<file path="src/rtl/fetch_unit_pkg.sv">
// Shared types and constants for the instruction fetch front end.
// Holds the reset-PC default, the NOP encoding and the queue entry layout.
package fetch_unit_pkg;

  localparam logic [31:0] RESET_PC_DEFAULT = 32'h0000_3000;
  localparam logic [31:0] NOP_INS          = 32'h0000_0000;

  typedef struct packed {
    logic [31:0] pc;
    logic [31:0] ins;
  } fetch_entry_t;

  // Fetch addresses are always word aligned; low bits of a target are dropped.
  function automatic logic [31:0] align_pc(input logic [31:0] addr);
    return {addr[31:2], 2'b00};
  endfunction

endpackage

</file>
<file path="src/rtl/fetch_unit_fifo.sv">
// Circular queue of {pc, ins} pairs between the imem response port and IF_ID.
// Flush beats push; the head entry is read combinationally from storage.
module fetch_fifo
  import fetch_unit_pkg::*;
#(
  parameter int DEPTH = 4,
  localparam int PW = $clog2(DEPTH)
) (
  input  logic         clk,
  input  logic         rst,
  input  logic         push,
  input  fetch_entry_t push_entry,
  input  logic         pop,
  input  logic         flush,
  output logic [PW:0]  count,
  output fetch_entry_t head
);

  fetch_entry_t mem [DEPTH];

  logic [PW-1:0] wr_ptr_reg, wr_ptr_next;
  logic [PW-1:0] rd_ptr_reg, rd_ptr_next;
  logic [PW:0]   count_reg, count_next;
  logic          pop_eff;
  logic          push_eff;

  assign pop_eff  = pop && (count_reg != '0);
  // A push into a full queue is only accepted alongside a pop.
  assign push_eff = push && ((count_reg != (PW+1)'(DEPTH)) || pop_eff);

  always_comb begin
    wr_ptr_next = wr_ptr_reg;
    rd_ptr_next = rd_ptr_reg;
    count_next  = count_reg;
    if (flush) begin
      wr_ptr_next = '0;
      rd_ptr_next = '0;
      count_next  = '0;
    end else begin
      if (push_eff) wr_ptr_next = wr_ptr_reg + 1'b1;
      if (pop_eff)  rd_ptr_next = rd_ptr_reg + 1'b1;
      case ({push_eff, pop_eff})
        2'b10:   count_next = count_reg + (PW+1)'(1);
        2'b01:   count_next = count_reg - (PW+1)'(1);
        default: count_next = count_reg;
      endcase
    end
  end

  always_ff @(posedge clk or posedge rst) begin
    if (rst) begin
      wr_ptr_reg <= '0;
      rd_ptr_reg <= '0;
      count_reg  <= '0;
    end else begin
      wr_ptr_reg <= wr_ptr_next;
      rd_ptr_reg <= rd_ptr_next;
      count_reg  <= count_next;
    end
  end

  always_ff @(posedge clk) begin
    if (push_eff && !flush) mem[wr_ptr_reg] <= push_entry;
  end

  assign count = count_reg;
  assign head  = mem[rd_ptr_reg];

endmodule

</file>
<file path="src/rtl/fetch_unit.sv">
// Instruction fetch front end: owns the fetch PC, issues in-order imem requests under a
// credit limit, and queues returned {pc, ins} pairs for IF_ID; redirects drop in-flight data.
module fetch_unit
  import fetch_unit_pkg::*;
#(
  parameter logic [31:0] RESET_PC        = RESET_PC_DEFAULT,
  parameter int          DEPTH           = 4,
  parameter int          MAX_OUTSTANDING = 2
) (
  input  logic        clk,
  input  logic        rst,
  input  logic        redirect_valid,
  input  logic [31:0] redirect_pc,
  input  logic        IFID_stall,
  output logic        imem_req_valid,
  input  logic        imem_req_ready,
  output logic [31:0] imem_req_addr,
  input  logic        imem_resp_valid,
  input  logic [31:0] imem_resp_data,
  output logic        if_valid,
  output logic [31:0] if_pc,
  output logic [31:0] if_ins
);

  localparam int PW = $clog2(DEPTH);
  localparam int OW = $clog2(MAX_OUTSTANDING + 1);

  logic [31:0]   fetch_pc_reg, fetch_pc_next;
  logic [31:0]   resp_pc_reg, resp_pc_next;
  logic [OW-1:0] outstanding_reg, outstanding_next;
  logic [OW-1:0] drop_cnt_reg, drop_cnt_next;

  logic [PW:0]   count;
  logic [PW+1:0] in_flight;
  logic          credit_ok;
  logic          out_ok;
  logic          req_fire;
  logic          resp_fire;
  logic          drop_active;
  logic          push;
  logic          pop;
  logic [31:0]   target_pc;
  fetch_entry_t  push_entry;
  fetch_entry_t  head;

  // Queued plus in-flight entries may never exceed DEPTH, so every response has a slot.
  assign in_flight = {1'b0, count} + (PW+2)'(outstanding_reg);
  assign credit_ok = in_flight < (PW+2)'(DEPTH);
  assign out_ok    = outstanding_reg < OW'(MAX_OUTSTANDING);

  assign imem_req_valid = !rst && !redirect_valid && out_ok && credit_ok;
  assign imem_req_addr  = fetch_pc_reg;

  assign req_fire    = imem_req_valid && imem_req_ready;
  assign resp_fire   = imem_resp_valid;
  assign drop_active = (drop_cnt_reg != '0);
  assign push        = resp_fire && !drop_active && !redirect_valid;
  assign pop         = if_valid && !IFID_stall;
  assign target_pc   = align_pc(redirect_pc);

  assign push_entry.pc  = resp_pc_reg;
  assign push_entry.ins = imem_resp_data;

  always_comb begin
    fetch_pc_next    = fetch_pc_reg;
    resp_pc_next     = resp_pc_reg;
    outstanding_next = outstanding_reg;
    drop_cnt_next    = drop_cnt_reg;

    case ({req_fire, resp_fire})
      2'b10:   outstanding_next = outstanding_reg + OW'(1);
      2'b01:   outstanding_next = outstanding_reg - OW'(1);
      default: outstanding_next = outstanding_reg;
    endcase

    if (redirect_valid) begin
      // Every request still in flight after this edge belongs to the old path.
      fetch_pc_next = target_pc;
      resp_pc_next  = target_pc;
      drop_cnt_next = outstanding_reg - OW'(resp_fire);
    end else begin
      if (req_fire) fetch_pc_next = fetch_pc_reg + 32'd4;
      if (push)     resp_pc_next  = resp_pc_reg + 32'd4;
      if (resp_fire && drop_active) drop_cnt_next = drop_cnt_reg - OW'(1);
    end
  end

  always_ff @(posedge clk or posedge rst) begin
    if (rst) begin
      fetch_pc_reg    <= RESET_PC;
      resp_pc_reg     <= RESET_PC;
      outstanding_reg <= '0;
      drop_cnt_reg    <= '0;
    end else begin
      fetch_pc_reg    <= fetch_pc_next;
      resp_pc_reg     <= resp_pc_next;
      outstanding_reg <= outstanding_next;
      drop_cnt_reg    <= drop_cnt_next;
    end
  end

  fetch_fifo #(
    .DEPTH(DEPTH)
  ) u_fifo (
    .clk       (clk),
    .rst       (rst),
    .push      (push),
    .push_entry(push_entry),
    .pop       (pop),
    .flush     (redirect_valid),
    .count     (count),
    .head      (head)
  );

  // Queue storage is not reset, so the head is masked while the queue is empty.
  assign if_valid = (count != '0);
  assign if_pc    = if_valid ? head.pc  : 32'h0;
  assign if_ins   = if_valid ? head.ins : NOP_INS;

endmodule

</file>
<file path="config.mk">
export PLATFORM = sky130hd
export DESIGN_NAME = fetch_unit
export DESIGN_NICKNAME = d
export VERILOG_FILES = /design/src/rtl/fetch_unit_pkg.sv /design/src/rtl/fetch_unit_fifo.sv /design/src/rtl/fetch_unit.sv
export SDC_FILE = /design/constraint.sdc
export NUM_CORES = 1
export LEC_CHECK = 0
export ABC_AREA = 0
export ABC_CLOCK_PERIOD_IN_PS = 4450
export BUFFER_PORTS_ARGS = -buffer_cell sky130_fd_sc_hd__buf_2
export CAP_MARGIN = 25
export CELL_PAD_IN_SITES_DETAIL_PLACEMENT = 1
export CELL_PAD_IN_SITES_GLOBAL_PLACEMENT = 2
export CORE_ASPECT_RATIO = 0.6
export CORE_MARGIN = 3
export CORE_UTILIZATION = 42
export DETAILED_ROUTE_END_ITERATION = 7
export PLACE_DENSITY = 0.83
export SYNTH_ARGS = -nofsm -noshare
export SYNTH_HDL_FRONTEND = slang
export SYNTH_SLANG_ARGS = --single-unit
</file>
<file path="constraint.sdc">
create_clock -name clk -period 4.45 [get_ports clk]
set_clock_uncertainty 0.1 [all_clocks]
set_input_delay 0.445 -clock clk [delete_from_list [all_inputs] [get_ports clk]]
set_output_delay 0.445 -clock clk [all_outputs]
set_load 0.01 [all_outputs]
</file>
Yosys cells after proc, flatten, opt, wreduce, memory -nomap -nowiden
Memory sizes are Yosys's and may differ from the RTL's.
Cells that the tools add are included.
{"block": "totals", "register_bits": 75, "ramBits": 256, "in_bits": 70, "output_inout_bits": 98, "wordCells": 68, "memories": 1}
{"block": "classes", "add_sub_neg": 11, "n_lt_le_gt_ge": 2, "eq_ne": 5, "n_mux": 17, "n_reduce_logical": 25}
{"memory": "u_fifo.mem", "depth": 4, "word_bits": 64, "read_ports": 1, "rd_clocked_by_memory_dff": 0, "wr": 1, "line": "fetch_unit_fifo.sv:19", "rtl": "fetch_entry_t mem [DEPTH];"}
{"cell": "2-to-1 mux 32 bit", "n": 6}
{"cell": "adder 32 x 3 -> 32 bit, second input constant", "n": 2}
{"cell": "nonzero test 2 bit", "n": 7}
{"cell": "2-to-1 mux 2 bit", "n": 6}
{"cell": "logical AND 1 bit", "n": 11}
{"cell": "adder 2 x 1 -> 2 bit, second input constant", "n": 3}
{"cell": "case mux 3 bit (2 select lines)", "n": 1}
{"cell": "nonzero test 3 bit", "n": 2}
{"cell": "adder 3 x 2 -> 4 bit", "n": 1}
{"cell": "== test 2 x 1 -> 1 bit, second input constant", "n": 2}
{"cell": "== test 2 bit, second input constant", "n": 2}
{"cell": "zero test 1 bit", "n": 4}
{"cell": "less-than comparator 4 x 3 -> 1 bit, second input constant", "n": 1}
{"cell": "case mux 2 bit (2 select lines)", "n": 1}
{"cell": "subtractor 2 x 1 -> 2 bit, second input constant", "n": 2}
{"cell": "adder 3 x 1 -> 3 bit, second input constant", "n": 1}
{"cell": "2-to-1 mux 3 bit", "n": 1}
{"cell": "!= test 3 bit, second input constant", "n": 1}
{"cell": "subtractor 3 x 1 -> 3 bit, second input constant", "n": 1}
{"cell": "less-than comparator 2 bit, second input constant", "n": 1}
{"cell": "2-to-1 mux 1 bit", "n": 2}
{"cell": "subtractor 2 x 1 -> 2 bit", "n": 1}
{"cell": "logical OR 1 bit", "n": 1}

Logic depth before layout (Yosys ltp)
Gate-level depths: netlist of run 1.
{"block": "depth", "depth_word": 8, "ltp_mapped": 10, "mapped_depth_nobuf": 10}

Hierarchy
A second synthesis of run 1 with hierarchy kept.
{"block": "hier_totals", "hier_cells": 875, "hier_area_um2": 14036.0}
{"module": "fetch_fifo", "n_inst": 1, "cells_each": 397, "area_each_um2": 9789.4, "seq_area_each_um2": 7862.5}
{"module": "fetch_unit", "n_inst": 1, "cells_each": 478, "area_each_um2": 4246.6, "seq_area_each_um2": 1606.5}

Least setup slack after synthesis of run 1
No wires, ideal clock.
{"block": "synth_timing", "path_kind": "register to register", "start": "register drop_cnt_reg[0]", "end": "memory u_fifo.mem[0][0] (netlist bit), enable pin", "setup_ps": 426, "t_arrival_ps": 2731, "required_ps": 3924, "path_slack_ps": 1192, "stages_incl_launch_ff": 6, "n_path_buf": 0, "period_less_slack_ps": 3258, "path_cell_list": "dfrtp_1 -> inv_1 -> ha_1 -> nand2_1 -> a311oi_2 -> and2_1"}
{"block": "synth_between", "elab_chain_len": 8}
{"element": "start, declared", "line": "fetch_unit.sv:31", "rtl": "logic [OW-1:0] drop_cnt_reg, drop_cnt_next;"}
{"element": "start signal, assigned", "line": "fetch_unit.sv:98", "rtl": "drop_cnt_reg <= drop_cnt_next;"}
{"element": "nonzero test 2 bit", "line": "fetch_unit.sv:56", "rtl": "assign drop_active = (drop_cnt_reg != '0);"}
{"element": "zero test 1 bit", "line": "fetch_unit.sv:57", "rtl": "assign push = resp_fire && !drop_active && !redirect_valid;"}
{"element": "logical AND 1 bit (2 in a row)", "line": "fetch_unit.sv:57"}
{"element": "logical AND 1 bit", "line": "fetch_unit_fifo.sv:29", "rtl": "assign push_eff = push && ((count_reg != (PW+1)'(DEPTH)) || pop_eff);"}
{"element": "logical AND 1 bit", "line": "fetch_unit_fifo.sv:63", "rtl": "if (push_eff && !flush) mem[wr_ptr_reg] <= push_entry;"}
{"element": "2-to-1 mux 1 bit", "line": "fetch_unit_fifo.sv:63"}
{"element": "2-to-1 mux 1 bit (not written as such)", "line": "fetch_unit_fifo.sv:63"}
{"element": "end, declared", "line": "fetch_unit_fifo.sv:19"}
Every way passes these cells.

Worst setup path after layout of run 1
{"block": "layout_timing", "start": "register u_fifo.rd_ptr_reg[0]", "end": "output port if_ins[23]"}
{"block": "layout_between", "elab_chain_len": 2}
{"element": "start, declared", "line": "fetch_unit_fifo.sv:22", "rtl": "logic [PW-1:0] rd_ptr_reg, rd_ptr_next;"}
{"element": "start signal, assigned", "line": "fetch_unit_fifo.sv:57", "rtl": "rd_ptr_reg <= rd_ptr_next;"}
{"element": "memory (4 x 64 bit)"}
{"element": "2-to-1 mux 32 bit", "line": "fetch_unit.sv:118", "rtl": "assign if_ins = if_valid ? head.ins : NOP_INS;"}
{"element": "end, declared", "line": "fetch_unit.sv:22", "rtl": "output logic [31:0] if_ins"}
Every way passes these cells.

==> flow_summary_export.csv, run 1 <==
group,metric,value,unit
cts,cts_htree_levels,1,
status,outcome,"finished clean",
worst_setup_path,crit_fanout,36,
logic_synthesis,synth.lib_cells_used.distinct,55,
power_and_ir_drop,leakage,5.86,nW
logic_synthesis,synth-async-reset-ratio,22.3,%
power_and_ir_drop,power_frac_clock,31.6,%
drt,routed_wl,32.3,mm
worst_setup_path,timing.critical_path.to_type,"output pin",
global_route,grt_first_pass_wirelength,50.2,mm
placed_design,dpl.hpwl,20.7,mm
floorplan,io-pin-count,168,
cts,cts-buffers-inserted,31,
finish,nNetsFinal,1127,
cts,clockRootBuffer,"clkbuf_16",
worst_setup_path,cp_data_required_time,3.90,ns
drt,detail_route.iter0.violations,427,
logic_synthesis,synth_top_cell_by_area,"edfxtp_1",
floorplan,die_area,34300,sq um
timing,postLayoutSetupSlackWorst,1.18,ns
timing,hold_violations,0,
placed_design,dpl_worst_slack,1.29,ns
floorplan,area_inside_the_core_boundary,31400,sq um
drt,drtAntennaViolNets,0,
finish,syn_to_final_growth,20.2,%
worst_hold_path,worst_hold_path_type,"primary input to flip-flop",
timing,setup-tns-final,0,ns
cts,clkLatencyLatePin,0.56,ns
timing,clock.fmax,306,MHz
power_and_ir_drop,power.density_cell_area,530,nW/um^2
power_and_ir_drop,vdd_drop_max,356,uV
floorplan,die_width,237,um
global_route,groute.usage.overall,18.9,%
worst_setup_path,timing.critical_path.from_type,"flip-flop",
drt,detailroute.via_count,7983,
logic_synthesis,post_synth_main_area_contributors,"edfxtp_1 55%, dfrtp_1 12%, mux4_2 10%, and2_1 3.2%, nand2_1 1.6%",
floorplan,die_height,145,um
cts,cts_setup_buffers,0,
placed_design,placement.io_buffers,161,
timing,report.final.setup_viol,0,
timing,rsz0062_at_grt,"false",
global_route,number_of_global_route_vias_before_repair,8520,
placed_design,placedCellCount,1397,
logic_synthesis,synth_edf_count,248,
logic_synthesis,synth-seq-cells,319,
logic_synthesis,synth-main-ff-cell,"edfxtp_1",
drt,drt_first_pass_iters,4,
logic_synthesis,synth_seq_area_share,68.5,%
global_route,grt_antenna_before_repair,0,
power_and_ir_drop,combPwrFrac,25.3,%
timing,portion_of_the_clock_cycle_consumed_by_the_worst_path_in_the_final_layout,73.4,%
finish,antenna_cells,0,
logic_synthesis,synth_area_per_cell,16.0,sq um
logic_synthesis,synth.cell_area,13500,sq um
finish,finish.utilization,51.6,%
drt,drcViolationCount,0,
logic_synthesis,yosysTopAreaCellShare,55.2,%
timing,final-max-slew-violation-count,0,
global_route,overflow,0,
cts,cts_num_sinks,319,
drt,avgRoutedWirePerCell,21.8,um
drt,via_per_inst,5.37,
floorplan,std_cell_rows,50,
worst_setup_path,worst-r2r-setup-slack,1.34,ns
finish,final_cell_area,16200,sq um
placed_design,post_dp_cell_area,14800,sq um
worst_setup_path,worst-setup-path-type,"flip-flop to output pin",
finish,layoutNonFillerInstCount,1486,
finish,max_ffs_per_register,248,
timing,final.min_clock_period,3.27,ns
cts,tritoncts,"built",
logic_synthesis,synthesis.yosys.warnings,0,
global_route,grt_max_degree,63,
worst_setup_path,critPathArrivalTime,2.72,ns
placed_design,final_weighted_congestion_in_routability_driven_placement,0.781,
timing,max_slew_margin,36.9,%
floorplan,initial_core_util,42.9,%
logic_synthesis,synth_cells,843,
finish,n_fill_cell,3041,
job,max_cap_violations,0,
power_and_ir_drop,swShare,29.6,%
power_and_ir_drop,p_sw,0.00254,W
timing,worst-slew-pin-transition,0.940,ns
power_and_ir_drop,power_frac_seq,43.1,%
cts,cts-root-to-sink-buffers,3,
cts,clk_pin_slew_worst_paths,0.07,ns
finish,post_route_cells_drive_above_1_share,30.4,%
power_and_ir_drop,internal_power,0.00605,W
path summary, 6_finish.rpt:
path / start / endpoint / cells after the start
worst max-delay path: u_fifo.rd_ptr_reg[0] / if_ins[23] / 4
worst min-delay path: redirect_pc[29] / imem_req_addr[29] / 3
worst max register to register: drop_cnt_reg[0] / u_fifo.mem[0][9] / 6
worst min register to register: imem_req_addr[13] / imem_req_addr[13] / 2
max in group asynchronous: rst / resp_pc_reg[31] / 4
min in group asynchronous: rst / u_fifo.count[0] / 3
worst max-delay path: stages (launching register included):
cell and delay (ns):
dfrtp_4 0.94, buf_4 0.35, mux4_2 0.54, and2_1 0.18, buf_2 0.14
per-stage QoR:
stage	hold WS [ns]	total power, W
5_1_grt	0.0174	0.00906
6_report	0.0236	0.00860
3_5_place_dp	0.412	0.00598
2_1_floorplan	0.394	0.00502
4_1_cts	0.000581	0.00873
3_3_place_gp	0.408	0.00586
Yosys cell counts, types with 4 or more instances:
library cell,n
edfxtp_1,248
and2_1,69
dfrtp_1,67
mux4_2,62
nand2_1,59
o21ai_0,36
nand3_1,31
nor2_1,27
xor2_1,25
nand4_1,24
clkbuf_1,23
xnor2_1,19
inv_1,17
buf_2,12
mux2_2,12
ha_1,10
a31oi_1,8
nor3_1,8
and3_1,7
o211ai_1,7
o311ai_0,7
a21oi_1,6
or4_1,6
a21boi_0,4
buf_4,4
dfstp_2,4
nor4_1,4
per-layer routing:
metal	global-route usage [%]	share of wire [%]
met5	0	0
met4	3.16	1.4
met3	3.13	3.9
met2	30.3	47
met1	27.9	48
power groups by stage:
stage | clock [W] | combinational (W) | sequential (W)
finish | 0.00272 | 0.00217 | 0.00371
global placement | 0 | 0.00210 | 0.00376
detailed placement | 0 | 0.00220 | 0.00377
global route | 0.00291 | 0.00240 | 0.00375
CTS | 0.00278 | 0.00224 | 0.00371
floorplan | 0 | 0.00139 | 0.00363
logic make-up (layout without fill, tap and decap cells):
family                   count (synthesis)  count (layout)  synth area share (%)
buffers and inverters                   60             284                  1.95
AO/OA/AOI/OAI                           78              78                  3.67
adder cells (fa/ha/maj)                 11              11                  1.08
other                                    1               4                0.0278
XOR/XNOR                                44              44                  2.86
multiplexers                            74              74                  11.4
AND/OR/NAND/NOR                        256             256                  10.6
flip-flops                             319             319                  68.5
layout by cell type (no fill, tap or decap), types with 4 or more instances in the layout:
master / netlist / routed
ha_1: 10 / 10
mux4_2: 62 / 62
a21oi_1: 6 / 6
o211ai_1: 7 / 7
clkbuf_8: 0 / 5
a31oi_1: 8 / 8
and2_2: 0 / 4
buf_4: 4 / 10
nor4_1: 4 / 4
mux2_2: 12 / 12
and3_1: 7 / 7
nor3_1: 8 / 8
dlygate4sd3_1: 0 / 32
a21boi_0: 4 / 4
clkbuf_16: 0 / 31
buf_2: 12 / 161
nand2_1: 59 / 59
nand3_1: 31 / 31
xor2_1: 25 / 25
edfxtp_1: 248 / 248
conb_1: 1 / 4
and2_1: 69 / 65
dfstp_2: 4 / 4
buf_12: 0 / 5
clkbuf_1: 23 / 5
nand4_1: 24 / 24
xnor2_1: 19 / 19
inv_1: 17 / 15
bufinv_16: 0 / 4
nor2_1: 27 / 27
clkinv_2: 0 / 8
o311ai_0: 7 / 7
o21ai_0: 36 / 36
dfrtp_1: 67 / 65
or4_1: 6 / 6
repair_timing:
action | CTS | global route
resized for setup | 0 | 0
hold buffers | 32 | 0
hold endpoints to repair | 151 | 0
layout make-up:
cell class                 instances  area [sq um]  share of cell area, %
timing repair buffer             209          1330                   8.20
tap                              416           520                   3.21
sequential                       319          9230                   57.0
multi-input combinational        467          4000                   24.7
clock buffer                      41           863                   5.33
clock inverter                    16           188                   1.16
inverter                          18          67.6                  0.417
Power figures use the tool's default switching activity.
==> run 2: changes to the inputs <==
- ABC_CLOCK_PERIOD_IN_PS: 4450 -> 3060
- clock period: 4.45 -> 3.06 ns (I/O delays scaled with it)
==> flow_summary_export.csv, run 2 (synthesis results as in run 1) <==
group,metric,value,unit
timing,clock.fmax,357,MHz
finish,layout.cells.most_common,"edfxtp_1",
job,max_cap_violations,0,
power_and_ir_drop,vdd_drop_max,592,uV
finish,final_cell_mix,"248 x edfxtp_1, 161 x buf_2, 65 x and2_1, 65 x dfrtp_1",
drt,via_per_inst,5.40,
timing,rsz0062_at_grt,"false",
floorplan,initial_core_util,42.9,%
worst_hold_path,worst_hold_path_type,"primary input to flip-flop",
finish,seqCellArea,9230,sq um
drt,detailroute.via_count,8236,
floorplan,area_inside_the_core_boundary,31400,sq um
worst_setup_path,cp_data_required_time,2.65,ns
timing,portion_of_the_clock_cycle_consumed_by_the_worst_path_in_the_final_layout,91.6,%
drt,drt_first_pass_iters,4,
finish,nNetsFinal,1167,
worst_setup_path,crit_fanout,26,
worst_setup_path,timing.critical_path.to_type,"output pin",
cts,clockRootBuffer,"clkbuf_16",
timing,hold_violations,0,
global_route,grt_antenna_before_repair,0,
floorplan,die_area,34300,sq um
drt,wl_met3,1.32,mm
cts,cts-buffers-inserted,31,
placed_design,dpl.hpwl,21.5,mm
timing,max_slew_margin,40.8,%
placed_design,final_weighted_congestion_in_routability_driven_placement,0.824,
finish,n_fill_cell,3052,
finish,multi_input_comb_area,4010,sq um
floorplan,die_width,237,um
drt,avgRoutedWirePerCell,21.8,um
timing,timing.hold.ws,0.0607,ns
global_route,groute.usage.overall,19.4,%
worst_setup_path,critPathArrivalTime,2.40,ns
drt,dr.max_layer_used,"met4",
cts,tritoncts,"built",
floorplan,std_cell_rows,50,
finish,antenna_cells,0,
global_route,grt_max_degree,63,
drt,met2_wirelength_from_detailed_routing,15.8,mm
timing,report.final.setup_viol,0,
cts,clk_pin_slew_worst_paths,0.07,ns
global_route,overflow,0,
finish,max_ffs_per_register,248,
floorplan,io-pin-count,168,
placed_design,post_dp_cell_area,14900,sq um
cts,clkLatencyLatePin,0.56,ns
timing,worst-slew-pin-transition,0.887,ns
cts,cts_num_sinks,319,
cts,cts-root-to-sink-buffers,3,
status,outcome,"finished clean",
placed_design,placement.io_buffers,161,
worst_hold_path,worst_hold_path.num_cells,3,
floorplan,die_height,145,um
power_and_ir_drop,leakage,6.03,nW
timing,setup-tns-final,0,ns
drt,drcViolationCount,0,
drt,routed_wl,33.2,mm
cts,cts_setup_buffers,0,
finish,syn_to_final_growth,23.2,%
finish,post_route_cells_drive_above_1_share,30.1,%
cts,cts_htree_levels,1,
power_and_ir_drop,power.density_cell_area,755,nW/um^2
drt,routedLengthMet1,15.7,mm
timing,final.min_clock_period,2.80,ns
global_route,number_of_global_route_vias_before_repair,8831,
drt,drtAntennaViolNets,0,
global_route,grt_first_pass_wirelength,51.9,mm
timing,final-max-slew-violation-count,0,
worst_setup_path,timing.critical_path.from_type,"flip-flop",
worst_setup_path,worst-setup-path-type,"flip-flop to output pin",
finish,final_cell_area,16600,sq um
drt,detail_route.iter0.violations,471,
worst_setup_path,r2r.worst_path.cells,6,
run 2: path summary, 6_finish.rpt:
check | start | endpoint | slack (ns)
worst max-delay path | u_fifo.rd_ptr_reg[0] | if_pc[21] | 0.26
worst min-delay path | redirect_pc[19] | imem_req_addr[19] | 0.06
worst max register to register | resp_pc_reg[3] | resp_pc_reg[28] | 0.58
worst min register to register | imem_req_addr[13] | imem_req_addr[13] | 0.44
max in group asynchronous | rst | imem_req_addr[26] | 1.75
min in group asynchronous | rst | imem_req_addr[2] | 0.38
run 2: timing repair:
action | CTS | global route
gates resized for setup | 0 | 1
endpoints found under the hold margin | 211 | 0
endpoints found under the setup margin | 0 | 39
hold buffers | 62 | 0
run 2: critical path: stages (launching register included):
cell,delay [ns]
dfrtp_4,0.42
buf_4,0.45
mux4_2,0.58
and2_1,0.21
buf_2,0.15
run 2: final cells by class:
class	instances	area share, %
clock buffers	34	4.80
inverters	18	0.407
flip-flops and latches	319	55.6
multi-input cells	467	24.1
repair buffers	249	10.4
clock inverters	22	1.49
well taps	416	3.13
run 2: power by group:
| group | leakage, nW | total, W | internal, W | switching [W] |
|---|---|---|---|---|
| registers | 3.09 | 0.00526 | 0.00499 | 0.000275 |
| clock network | 0.503 | 0.00393 | 0.00230 | 0.00163 |
| logic | 2.44 | 0.00334 | 0.00152 | 0.00182 |
| total | 6.03 | 0.0125 | 0.00881 | 0.00373 |
run 2: per-stage QoR:
step / power (W) / instances / worst slack, ns / util, %
floorplan: 0.00730 / 846 / 0.458 / -
global placement: 0.00862 / 1407 / 0.666 / 47.6
detailed placement: 0.00870 / 1407 / 0.597 / 47.6
CTS: 0.0127 / 1525 / 0.00581 / 52.9
global route: 0.0132 / 1525 / 0.130 / 52.9
finish: 0.0125 / 1525 / 0.257 / 52.9
run 2: per-layer routing:
layer	vias up	track usage, %
met5	-	0
met4	0	3.48
met3	31	2.94
met2	178	31.9
met1	4297	28.3
li1	3730	-
